## src/rtl/ex_operand_stage_pkg.sv

```systemverilog
// ex_operand_stage_pkg: shared definitions for the ID/EX operand stage.
// Holds the ALU op encoding, operand-select enums, forwarding-source enum,
// the held instruction payload and the RAW source-match helper.
package ex_operand_stage_pkg;

    localparam int Width = 32;

    typedef enum logic [3:0] {
        ALU_ADD  = 4'd0,
        ALU_SUB  = 4'd1,
        ALU_SLL  = 4'd2,
        ALU_SLT  = 4'd3,
        ALU_SLTU = 4'd4,
        ALU_XOR  = 4'd5,
        ALU_SRL  = 4'd6,
        ALU_SRA  = 4'd7,
        ALU_OR   = 4'd8,
        ALU_AND  = 4'd9
    } alu_op_e;

    typedef enum logic [1:0] {
        A_SEL_RS1  = 2'd0,
        A_SEL_PC   = 2'd1,
        A_SEL_ZERO = 2'd2
    } a_sel_e;

    typedef enum logic {
        B_SEL_RS2 = 1'b0,
        B_SEL_IMM = 1'b1
    } b_sel_e;

    typedef enum logic [1:0] {
        FWD_RF  = 2'd0,
        FWD_MEM = 2'd1,
        FWD_WB  = 2'd2
    } fwd_sel_e;

    // Everything captured from ID for one instruction.
    typedef struct packed {
        alu_op_e          op;
        logic [4:0]       rs1;
        logic [4:0]       rs2;
        logic [4:0]       rd;
        logic [Width-1:0] rs1_data;
        logic [Width-1:0] rs2_data;
        logic [Width-1:0] pc;
        logic [Width-1:0] imm;
        a_sel_e           a_sel;
        b_sel_e           b_sel;
        logic             we;
        logic             load;
    } id_payload_t;

    // A producer matches a source when it writes the same non-x0 register.
    function automatic logic src_match(input logic src_we, input logic [4:0] src_rd,
                                       input logic [4:0] rs);
        return src_we && (src_rd == rs) && (rs != 5'd0);
    endfunction

endpackage

```

## src/rtl/ex_operand_stage_fwd_unit.sv

```systemverilog
// fwd_unit: RAW resolution for one source operand.
// Build option: EX_OPERAND_FORWARD_EN selects MEM/WB forwarding with a
// load-use interlock; without it every MEM or WB match on a used source stalls.
module fwd_unit
    import ex_operand_stage_pkg::*;
(
    input  logic [4:0]       rs_i,
    input  logic             used_i,
    input  logic [Width-1:0] rf_data_i,
    input  logic [4:0]       mem_rd_i,
    input  logic             mem_we_i,
    input  logic             mem_load_i,
    input  logic [Width-1:0] mem_result_i,
    input  logic [4:0]       wb_rd_i,
    input  logic             wb_we_i,
    input  logic [Width-1:0] wb_result_i,
    output fwd_sel_e         sel_o,
    output logic [Width-1:0] data_o,
    output logic             stall_o
);

    logic mem_hit;
    logic wb_hit;

    assign mem_hit = used_i && src_match(mem_we_i, mem_rd_i, rs_i);
    assign wb_hit  = used_i && src_match(wb_we_i, wb_rd_i, rs_i);

`ifndef EX_OPERAND_FORWARD_EN
    // Load status is irrelevant when every match interlocks.
    logic unused_mem_load;
    assign unused_mem_load = mem_load_i;
`endif

    // Pick the operand source and decide whether the consumer must wait.
    always_comb begin
        // NOTE: every output gets a default first so no path leaves it unassigned (no latch).
        sel_o   = FWD_RF;
        stall_o = 1'b0;
`ifdef EX_OPERAND_FORWARD_EN
        // Youngest producer wins; a load in MEM has no data yet.
        if (mem_hit) begin
            sel_o   = FWD_MEM;
            stall_o = mem_load_i;
        end else if (wb_hit) begin
            sel_o = FWD_WB;
        end
`else
        // RF data was sampled at ID, so even a WB producer is too late.
        stall_o = mem_hit || wb_hit;
`endif
        case (sel_o)
            FWD_MEM: data_o = mem_result_i;
            FWD_WB:  data_o = wb_result_i;
            default: data_o = rf_data_i;
        endcase
    end

endmodule

```

## src/rtl/ex_operand_stage.sv

```systemverilog
// ex_operand_stage: ID/EX holding register with operand resolution.
// Build option: define EX_OPERAND_FORWARD_EN for MEM/WB forwarding (only
// load-use interlocks); undefined, any RAW match on a used source interlocks.
module ex_operand_stage
    import ex_operand_stage_pkg::*;
(
    input  logic             clk_i,
    input  logic             rst_i,
    input  logic             flush_i,
    input  logic             id_valid_i,
    output logic             id_ready_o,
    input  alu_op_e          id_op_i,
    input  logic [4:0]       id_rs1_i,
    input  logic [4:0]       id_rs2_i,
    input  logic [4:0]       id_rd_i,
    input  logic [Width-1:0] id_rs1_data_i,
    input  logic [Width-1:0] id_rs2_data_i,
    input  logic [Width-1:0] id_pc_i,
    input  logic [Width-1:0] id_imm_i,
    input  a_sel_e           id_a_sel_i,
    input  b_sel_e           id_b_sel_i,
    input  logic             id_we_i,
    input  logic             id_load_i,
    input  logic [4:0]       mem_rd_i,
    input  logic             mem_we_i,
    input  logic             mem_load_i,
    input  logic [Width-1:0] mem_result_i,
    input  logic [4:0]       wb_rd_i,
    input  logic             wb_we_i,
    input  logic [Width-1:0] wb_result_i,
    output logic             ex_valid_o,
    input  logic             ex_ready_i,
    output alu_op_e          ex_op_o,
    output logic [Width-1:0] ex_a_o,
    output logic [Width-1:0] ex_b_o,
    output logic [Width-1:0] ex_store_data_o,
    output logic [4:0]       ex_rd_o,
    output logic             ex_we_o,
    output logic             ex_load_o,
    output logic             stall_o
);

    logic             valid_q, valid_d;
    id_payload_t      id_q, id_d;
    logic             accept;
    logic             rs1_used, rs2_used;
    fwd_sel_e         rs1_sel, rs2_sel;
    logic [Width-1:0] rs1_fwd, rs2_fwd;
    logic             rs1_stall, rs2_stall;
    logic             unused_fwd_sel;

    assign stall_o    = valid_q && (rs1_stall || rs2_stall);
    assign id_ready_o = !valid_q || (ex_ready_i && !stall_o);
    assign ex_valid_o = valid_q && !stall_o;
    assign accept     = id_valid_i && id_ready_o;

    // rs2 also feeds store data, so it is always a live source.
    assign rs1_used = (id_q.a_sel == A_SEL_RS1);
    assign rs2_used = 1'b1;

    // The ALU only needs the resolved data; the selects stay internal.
    assign unused_fwd_sel = ^{rs1_sel, rs2_sel};

    fwd_unit u_fwd_rs1 (
        .rs_i         (id_q.rs1),
        .used_i       (rs1_used),
        .rf_data_i    (id_q.rs1_data),
        .mem_rd_i     (mem_rd_i),
        .mem_we_i     (mem_we_i),
        .mem_load_i   (mem_load_i),
        .mem_result_i (mem_result_i),
        .wb_rd_i      (wb_rd_i),
        .wb_we_i      (wb_we_i),
        .wb_result_i  (wb_result_i),
        .sel_o        (rs1_sel),
        .data_o       (rs1_fwd),
        .stall_o      (rs1_stall)
    );

    fwd_unit u_fwd_rs2 (
        .rs_i         (id_q.rs2),
        .used_i       (rs2_used),
        .rf_data_i    (id_q.rs2_data),
        .mem_rd_i     (mem_rd_i),
        .mem_we_i     (mem_we_i),
        .mem_load_i   (mem_load_i),
        .mem_result_i (mem_result_i),
        .wb_rd_i      (wb_rd_i),
        .wb_we_i      (wb_we_i),
        .wb_result_i  (wb_result_i),
        .sel_o        (rs2_sel),
        .data_o       (rs2_fwd),
        .stall_o      (rs2_stall)
    );

    // Holding-register next state: flush beats accept, accept beats drain.
    always_comb begin
        valid_d = valid_q;
        id_d    = id_q;
        if (flush_i) begin
            valid_d = 1'b0;
        end else if (accept) begin
            valid_d = 1'b1;
            id_d    = '{op:       id_op_i,
                        rs1:      id_rs1_i,
                        rs2:      id_rs2_i,
                        rd:       id_rd_i,
                        rs1_data: id_rs1_data_i,
                        rs2_data: id_rs2_data_i,
                        pc:       id_pc_i,
                        imm:      id_imm_i,
                        a_sel:    id_a_sel_i,
                        b_sel:    id_b_sel_i,
                        we:       id_we_i,
                        load:     id_load_i};
        end else if (ex_valid_o && ex_ready_i) begin
            valid_d = 1'b0;
        end
    end

    // Holding register with synchronous reset.
    always_ff @(posedge clk_i) begin
        // NOTE: non-blocking assignments so every flop samples pre-edge values whatever the statement order.
        if (rst_i) begin
            valid_q <= 1'b0;
            // NOTE: the payload is reset too, so the outputs read ADD/0 out of reset instead of X.
            id_q    <= '0;
        end else begin
            valid_q <= valid_d;
            id_q    <= id_d;
        end
    end

    // Operand muxes feeding the ALU.
    always_comb begin
        case (id_q.a_sel)
            A_SEL_RS1: ex_a_o = rs1_fwd;
            A_SEL_PC:  ex_a_o = id_q.pc;
            default:   ex_a_o = '0;
        endcase
        ex_b_o = (id_q.b_sel == B_SEL_IMM) ? id_q.imm : rs2_fwd;
    end

    assign ex_store_data_o = rs2_fwd;
    assign ex_op_o         = id_q.op;
    assign ex_rd_o         = id_q.rd;
    assign ex_we_o         = id_q.we;
    assign ex_load_o       = id_q.load;

endmodule

```

## config.mk

```make
export PLATFORM = sky130hd
export DESIGN_NAME = ex_operand_stage
export DESIGN_NICKNAME = d
export VERILOG_FILES = /design/src/rtl/ex_operand_stage_pkg.sv /design/src/rtl/ex_operand_stage_fwd_unit.sv /design/src/rtl/ex_operand_stage.sv
export SDC_FILE = /design/constraint.sdc
export NUM_CORES = 1
export LEC_CHECK = 0
export BUFFER_PORTS_ARGS = -buffer_cell sky130_fd_sc_hd__buf_4
export CAP_MARGIN = 10
export CORE_ASPECT_RATIO = 0.6
export CORE_MARGIN = 4
export CORE_UTILIZATION = 33
export DETAILED_ROUTE_END_ITERATION = 6
export GPL_ROUTABILITY_DRIVEN = 1
export PLACE_DENSITY = 0.59
export RECOVER_POWER = 100
export SYNTH_ARGS = -nofsm -noshare
export SYNTH_HDL_FRONTEND = slang
export SYNTH_SLANG_ARGS = --single-unit
```

## constraint.sdc

```tcl
create_clock -name clk_i -period 4.35 [get_ports clk_i]
set_input_delay 0.2175 -clock clk_i [delete_from_list [all_inputs] [get_ports clk_i]]
set_output_delay 0.2175 -clock clk_i [all_outputs]
set_load 0.05 [all_outputs]
```

==> results.txt, run 1 <==
Of all flip-flops after synthesis, the portion carrying an async set or reset was 0%. After detailed placement, the total cell area comes to 0.0122 sq mm. The switching part of the total power is 35.5%. After detailed routing, the number of remaining DRC violations is 0.

The kind of capture point of the worst setup path is an output port. The total power of the final layout is 4.41 mW. The part of the power in the clock network came out at 37.6%.

The power density over the cells is 353 mW/mm^2. The number of antenna violations at the first check in global routing came out at 0. Setup repair after global routing left no endpoint under its margin. The cell area after technology mapping is 0.0105 sq mm. The average footprint of a synthesized cell is 8.15 sq um.

At the end of routability-driven placement, the weighted congestion stood at 0.820. The post-route clock skew came out at 12.8 ps. The sequential group share of total power came out at 37.4%. The combinational cell fraction of total power is 25.1%.

The synthesized netlist net count came out at 1523. Timing would allow up to 0.311 GHz. For flop-to-flop paths, the worst setup slack is 1700 ps. The startpoint kind of the worst setup timing path is a register. The first global-routing pass estimated 55000 um of wire. The endpoint of the worst register-to-register path is id_q[138]. The final reports fail on max-capacitance violations, max-slew violations. The quantity of I/O buffers inserted on ports is 278. The worst register-to-register path has a depth of 7. The wire length reported by the detailed router is 35400 um. Global routing consumed, over all layers together, 19.0% of the routing resources. In this run, the number of DRC markers left after iteration 0 of detailed routing was 1018. The post-cts repair resize count is 0. The hold violation count in the final report came out at 0. The H-tree was split into 4 levels. The first-pass iteration count of the detailed router came out at 5.

Of all nets on the critical path, the largest fanout is 34. The setup slack of the critical path after layout came out at 1130 ps. The critical path startpoint is id_q[2]. Once detailed placement completed, the half-perimeter wirelength came to 22000 um. The initial core utilization is 33.6%. After floorplanning, the core was divided into 50 placement rows. The startpoint of the worst-slack reg-to-reg timing path is id_q[139].

The total number of yosys warnings is 0. The number of ports placed on the die boundary is 344. The worst slew slack as a fraction of its limit is -25.1%. At the end of the flow the core is filled with cells to 39.9%. The via count of the first global-routing pass is 9918. Setup violations remaining at the end of the flow were counted as 0. The net switching power came out at 1.57 mW. At the end of the flow, the number of nets in the layout was 1604. The final total negative setup slack is 0 ps. The number of instances in the synthesized netlist came out at 1289.

The internal power came out at 2.84 mW. The worst setup slack before clock tree synthesis is 1700 ps. The clock period could shrink to 3220 ps. Summed over its instances, the top area cell type makes up 29.2% of the synthesized netlist area. Ranked by total cell area, the synthesized netlist is headed by sky130_fd_sc_hd__dfxtp_1, sky130_fd_sc_hd__nor4b_1, sky130_fd_sc_hd__o311ai_1. The final antenna-violating net count came out at 0.

Synthesis inferred 153 register bits. 0 antenna diodes ended up in the layout. The share of post-route cells with drive strength above 1 is 18.7%. The final count of pins violating max slew is 35. The filler cells instantiated in the layout total 3233. TritonCTS built the clock tree.

The maximum number of pins on one net before global-route repair came out at 194. The final clock period utilization by the worst path is 74.0%. The sequential cell area is 0.00307 sq mm. STA puts the critical path data required time at 4130 ps. The synthesized design spends more area on one cell type than any other, namely sky130_fd_sc_hd__dfxtp_1.

The run finished, with violations left. The clock slew at the register clock pins of the worst setup and hold paths is 70 ps. In this run the clock root is driven by a sky130_fd_sc_hd__clkbuf_16. The clock latency on the worst-skew pair is 450 ps.

The largest voltage drop on the vdd net is 0.237 mV. The type of the worst setup path is reg2out. The commonest cells after synthesis are sky130_fd_sc_hd__dfxtp_1, sky130_fd_sc_hd__nand2_1. The core outline area came out at 0.0313 sq mm. The most used flip-flop cell after synthesis is sky130_fd_sc_hd__dfxtp_1. In the routed layout, each cell is associated on average with a via count of 6.18. In this run the vertical extent of the chip is 146 um. The total number of vias is 11100. Following the worst setup path forward leads to its endpoint at ex_b_o[2]. The overall die width came out at 238 um.

The area of the multi-input gates came out at 0.00627 sq mm. Relative to the synthesized area, the layout overhead comes to 18.9%. The global-route congestion overflow total came out at 0. The synthesized design contains 0 enable-type register cells. The routed length per placed instance came out at 19.7 um. The transition time of the tightest slew-check pin came out at 1870 ps. The total die area came out at 0.0348 sq mm. In this run the static leakage power is 3.97 nW. The max-cap check violation count is 1. Summing all non-filler instances in the final layout gives an area of 0.0125 sq mm.

The number of clock sinks is 153. The critical path data arrival time came out at 3000 ps. The number of buffers on the longest clock path came out at 2. Buffers inserted during clock tree synthesis total 17. The count of unique library cells instantiated by Yosys came out at 28. In this run the worst hold path is classified as in2reg.

The share of synthesized area occupied by flip-flops and latches is 29.2%.
timing repair:
action	in CTS	in global routing
hold buffers	1	0
setup buffers	0	0
hold endpoints to repair	1	0
endpoints found under the setup margin	0	0
area by class of cell:
cell class              count  share of cell area (%)
well taps                 416                    4.17
clock buffers              19                    3.55
inverters                   1                  0.0902
repair buffers            300                    15.9
multi-input cells         897                    50.2
clock inverters            13                    1.55
flip-flops and latches    153                    24.6
stage by stage:
| step | std cells | hold slack [ps] |
|---|---|---|
| after floorplan | 1289 | 297 |
| after detailed placement | 1766 | 386 |
| after CTS | 1799 | 10.6 |
| after global routing | 1799 | 32.4 |
| final | 1799 | 49.0 |
| after global placement | 1766 | 386 |
flip-flops by register name (all words and copies together) (netlist names):
signal / flops
valid_q: 1
ex_load_o: 1
ex_rd_o: 5
id_q: 141
ex_op_o: 4
ex_we_o: 1
metal layers:
layer,up-vias,GRT usage (%),routed length [um]
li1,5340,-,-
met1,5425,27.1,17000
met2,345,28.9,15900
met3,13,5.29,2340
met4,0,3.48,226
met5,-,0,0
power groups by stage:
stage	registers [mW]	clock network, mW	logic (mW)
floorplan	1.62	0	0.895
global placement	1.67	0	1.19
detailed placement	1.68	0	1.20
CTS	1.65	1.70	1.21
global route	1.66	1.75	1.19
finish	1.65	1.66	1.11
kinds of logic after synthesis:
group                     Yosys count  synth area share, %
AOI/OAI and AO/OA                 310                 22.4
xor gates and xnor gates           20                 1.67
buffers and inverters             239                 11.2
DFF                               153                 29.2
muxes                              64                 6.48
and+or+nand+nor                   503                 29.1
worst min-delay path by stage:
stage,endpoint,slack (ps),startpoint,depth (start not counted)
6_report,id_q[140],50,id_rs2_i[2],3
3_5_place_dp,valid_q,390,flush_i,2
2_1_floorplan,valid_q,300,flush_i,1
5_1_grt,id_q[140],30,id_rs2_i[2],3
3_3_place_gp,valid_q,390,flush_i,2
4_1_cts,id_q[2],10,id_b_sel_i,3
cell usage in the layout (no fill, tap or decap), types with 2 or more instances in the layout:
cell type,netlist,final
sky130_fd_sc_hd__mux2_1,0,2
sky130_fd_sc_hd__xor2_1,16,16
sky130_fd_sc_hd__xnor2_1,4,4
sky130_fd_sc_hd__and2_1,3,3
sky130_fd_sc_hd__nor4_1,4,4
sky130_fd_sc_hd__nand2_1,153,153
sky130_fd_sc_hd__o311ai_1,152,6
sky130_fd_sc_hd__mux2_2,32,30
sky130_fd_sc_hd__a32oi_1,2,2
sky130_fd_sc_hd__a31oi_1,152,152
sky130_fd_sc_hd__clkinv_4,0,5
sky130_fd_sc_hd__bufinv_16,0,4
sky130_fd_sc_hd__clkbuf_16,0,17
sky130_fd_sc_hd__buf_12,0,10
sky130_fd_sc_hd__clkbuf_1,147,108
sky130_fd_sc_hd__dfxtp_1,153,151
sky130_fd_sc_hd__nand4_1,152,152
sky130_fd_sc_hd__nor2_1,34,34
sky130_fd_sc_hd__buf_4,45,180
sky130_fd_sc_hd__o311ai_0,0,146
sky130_fd_sc_hd__clkinvlp_4,0,2
sky130_fd_sc_hd__or4_1,2,2
sky130_fd_sc_hd__mux2i_1,32,32
sky130_fd_sc_hd__nor4b_1,152,152
critical path: stages (launching register included):
cell and delay (ps):
sky130_fd_sc_hd__dfxtp_1 1580, sky130_fd_sc_hd__mux2_2 400, sky130_fd_sc_hd__clkbuf_1 560
(Power assumes the default switching activity.)
==> inputs of run 2 (changes only) <==
- clock period: 4.35 -> 3.3 ns (I/O delays scaled with it)
==> results.txt, run 2 (same netlist as run 1, synthesis figures left out) <==
The flow ran to the end, and the final reports show no timing, DRC or antenna violations. The detailed router placed 11800 vias in this run. The die covers 0.0348 sq mm. The count of buffers added on input and output ports is 278. Leaving out fill and tap cells, the most frequent cell in the layout is sky130_fd_sc_hd__buf_4. The share of post-route cells with drive strength above 1 is 17.7%. The number of buffers on the longest clock path is 2. After the first detailed-routing iteration, the DRC count stood at 1003. The number of antenna violations at the first check in global routing is 1. The clock period minus final worst setup slack is 2890 ps. The total clock buffers created by CTS is 17. In this run the power density over the cells is 414 mW/mm^2. The final setup violation count came out at 0. After routing the design area is 0.0140 sq mm. Hold timing on the final database bottoms out at a slack of 30.2 ps. Entering global routing, the biggest net connects 159 pins. The total global routing track utilization is 20.1%.

Of all nets on the critical path, the largest fanout is 26. The leakage power came out at 4.64 nW. The area growth from synthesis to layout came out at 33.4%.

At the later pin of the worst-skew pair, clock insertion delay measures 440 ps. The met1 track demand over resource in global routing is 28.0%. The transition time of the tightest slew-check pin came out at 1370 ps.

Global routing consumed, on the met2 layer, 32.2% of the routing resources. id_q holds more flip-flops than any other register. The worst hold-check path type is in2reg. The final antenna-violating net count is 0. The number of hold buffers added after CTS came out at 144. The final clock period utilization by the worst path came out at 87.5%. In the routed layout, each cell is associated on average with a via count of 6.03. The design draws 5.80 mW. TritonCTS built the clock tree. The number of flip-flops in the largest register is 141.

The highest clock frequency the design can meet is 0.346 GHz. The die is 238 um wide. The clock slew at the register clock pins of the worst setup and hold paths is 70 ps. Adding up every negative setup slack in the final design gives 0 ps. The first global-routing pass estimated 58700 um of wire.

The total number of nets in the final design is 1758. By startpoint and endpoint, the worst setup path is classified as reg2out. The routability congestion estimate is 0.816. The worst setup path is captured at an output port. The via count of the first global-routing pass is 10900. The first-pass iteration count of the detailed router is 5. At the worst endpoint, the required time is 3130 ps. The clock tree synthesis step divided the H-tree into 4 levels. After global routing, the most crowded layer is met2.

The worst register-to-register path ends at id_q[99]. The startpoint identified for the worst register-to-register timing path is id_q[139]. The total overflow left after global routing is 0. The post-route clock skew is 14.9 ps.

The critical path ends at id_ready_o. The startpoint kind of the worst setup timing path is a register. The number of ports placed on the die boundary is 344. The hold violation count in the final report is 0.

The placed cell area is 0.0124 sq mm. Tracing the worst setup path back leads to its startpoint at id_q[139]. The site row count is 50. The initial core utilization is 33.6%. In the routed design, unresolved DRC markers number 0. The core outline area came out at 0.0313 sq mm. Detailed placement finished with a half-perimeter wire length of 22600 um. The met3 demand-to-capacity share in global routing is 4.08%. After detailed routing, the average wire length per cell comes to 19.1 um. In the layout the commonest cells are sky130_fd_sc_hd__buf_4, sky130_fd_sc_hd__nand2_1, sky130_fd_sc_hd__nand4_1, sky130_fd_sc_hd__nor4b_1, sky130_fd_sc_hd__a31oi_1. The number of buffers inserted by post-CTS setup repair came out at 0. The wire length reported by the detailed router is 37200 um.

Fill cells in the final layout number 3094. STA puts the critical path data arrival time at 2720 ps. Setup repair after global routing left no endpoint under its margin.

The slack of the worst reg-to-reg path came out at 570 ps. Across the VDD grid, the largest voltage drop is 0.302 mV. The number of gates resized after CTS was 0. The height of the die came out at 146 um. The final count of pins violating max slew is 0.

The tree built by TritonCTS fans out to 153 sinks. The share of the core filled with cells came out at 44.8%. The max-cap check violation count came out at 0.

The root cell of the clock tree is sky130_fd_sc_hd__clkbuf_16. The depth of the worst register-to-register path is 7. The worst pin sits at a relative slew slack of 8.62%.
run 2: changes by cell type in the layout (fill, tap and decap cells not counted), sizes merged:
cell / delta
dlygate4sd3: +143
buf: +16
clkbuf: -4
bufinv: -2
clkinv: -1
clkinvlp: +1
diode: +1
run 2: critical path: stages, from the launching register on:
cell                       delay (ps)
sky130_fd_sc_hd__dfxtp_1          480
sky130_fd_sc_hd__xor2_1           120
sky130_fd_sc_hd__nor4_1           360
sky130_fd_sc_hd__a32oi_1          160
sky130_fd_sc_hd__o221ai_1         510
sky130_fd_sc_hd__buf_12           250
sky130_fd_sc_hd__nand2_1           70
sky130_fd_sc_hd__clkbuf_1         320
run 2: metrics by stage:
step	setup slack, ps	std cells
after floorplan	1230	1289
after global placement	970	1777
after detailed placement	891	1777
after CTS	747	1952
after global routing	338	1953
final	413	1953
run 2: cell type report:
type	count	area, sq um	share of cell area [%]
multi-input combinational	897	6250	44.6
timing repair buffer	454	3570	25.5
sequential	153	3070	21.9
tap	416	520	3.71
clock buffer	20	457	3.26
clock inverter	11	121	0.866
inverter	1	11.3	0.0804
antenna	1	2.50	0.0179
run 2: worst min-delay path by stage:
| stage | startpoint | end | slack (ps) | depth (start not counted) |
|---|---|---|---|---|
| after global placement | flush_i | valid_q | 330 | 2 |
| final | id_valid_i | valid_q | 30 | 3 |
| after detailed placement | flush_i | valid_q | 340 | 2 |
| after CTS | id_pc_i[29] | id_q[66] | 0.5 | 3 |
| after floorplan | flush_i | valid_q | 240 | 1 |
| after global routing | id_rs2_data_i[5] | id_q[74] | 20 | 3 |
run 2: metal layers:
| layer | routed length, um | vias to the layer above | share of wire (%) |
|---|---|---|---|
| met4 | 285 | 0 | 0.77 |
| met3 | 2170 | 22 | 5.8 |
| met1 | 17700 | 5696 | 47 |
| li1 | - | 5662 | - |
| met2 | 17100 | 406 | 46 |
| met5 | 0 | - | 0 |
run 2: power by group:
group / total [mW] / leakage (nW) / internal (mW) / switching (mW)
Combinational: 1.64 / 3.10 / 0.585 / 1.05
Sequential: 2.17 / 1.26 / 2.00 / 0.167
Clock: 2.00 / 0.279 / 1.15 / 0.849
Total: 5.80 / 4.64 / 3.73 / 2.07
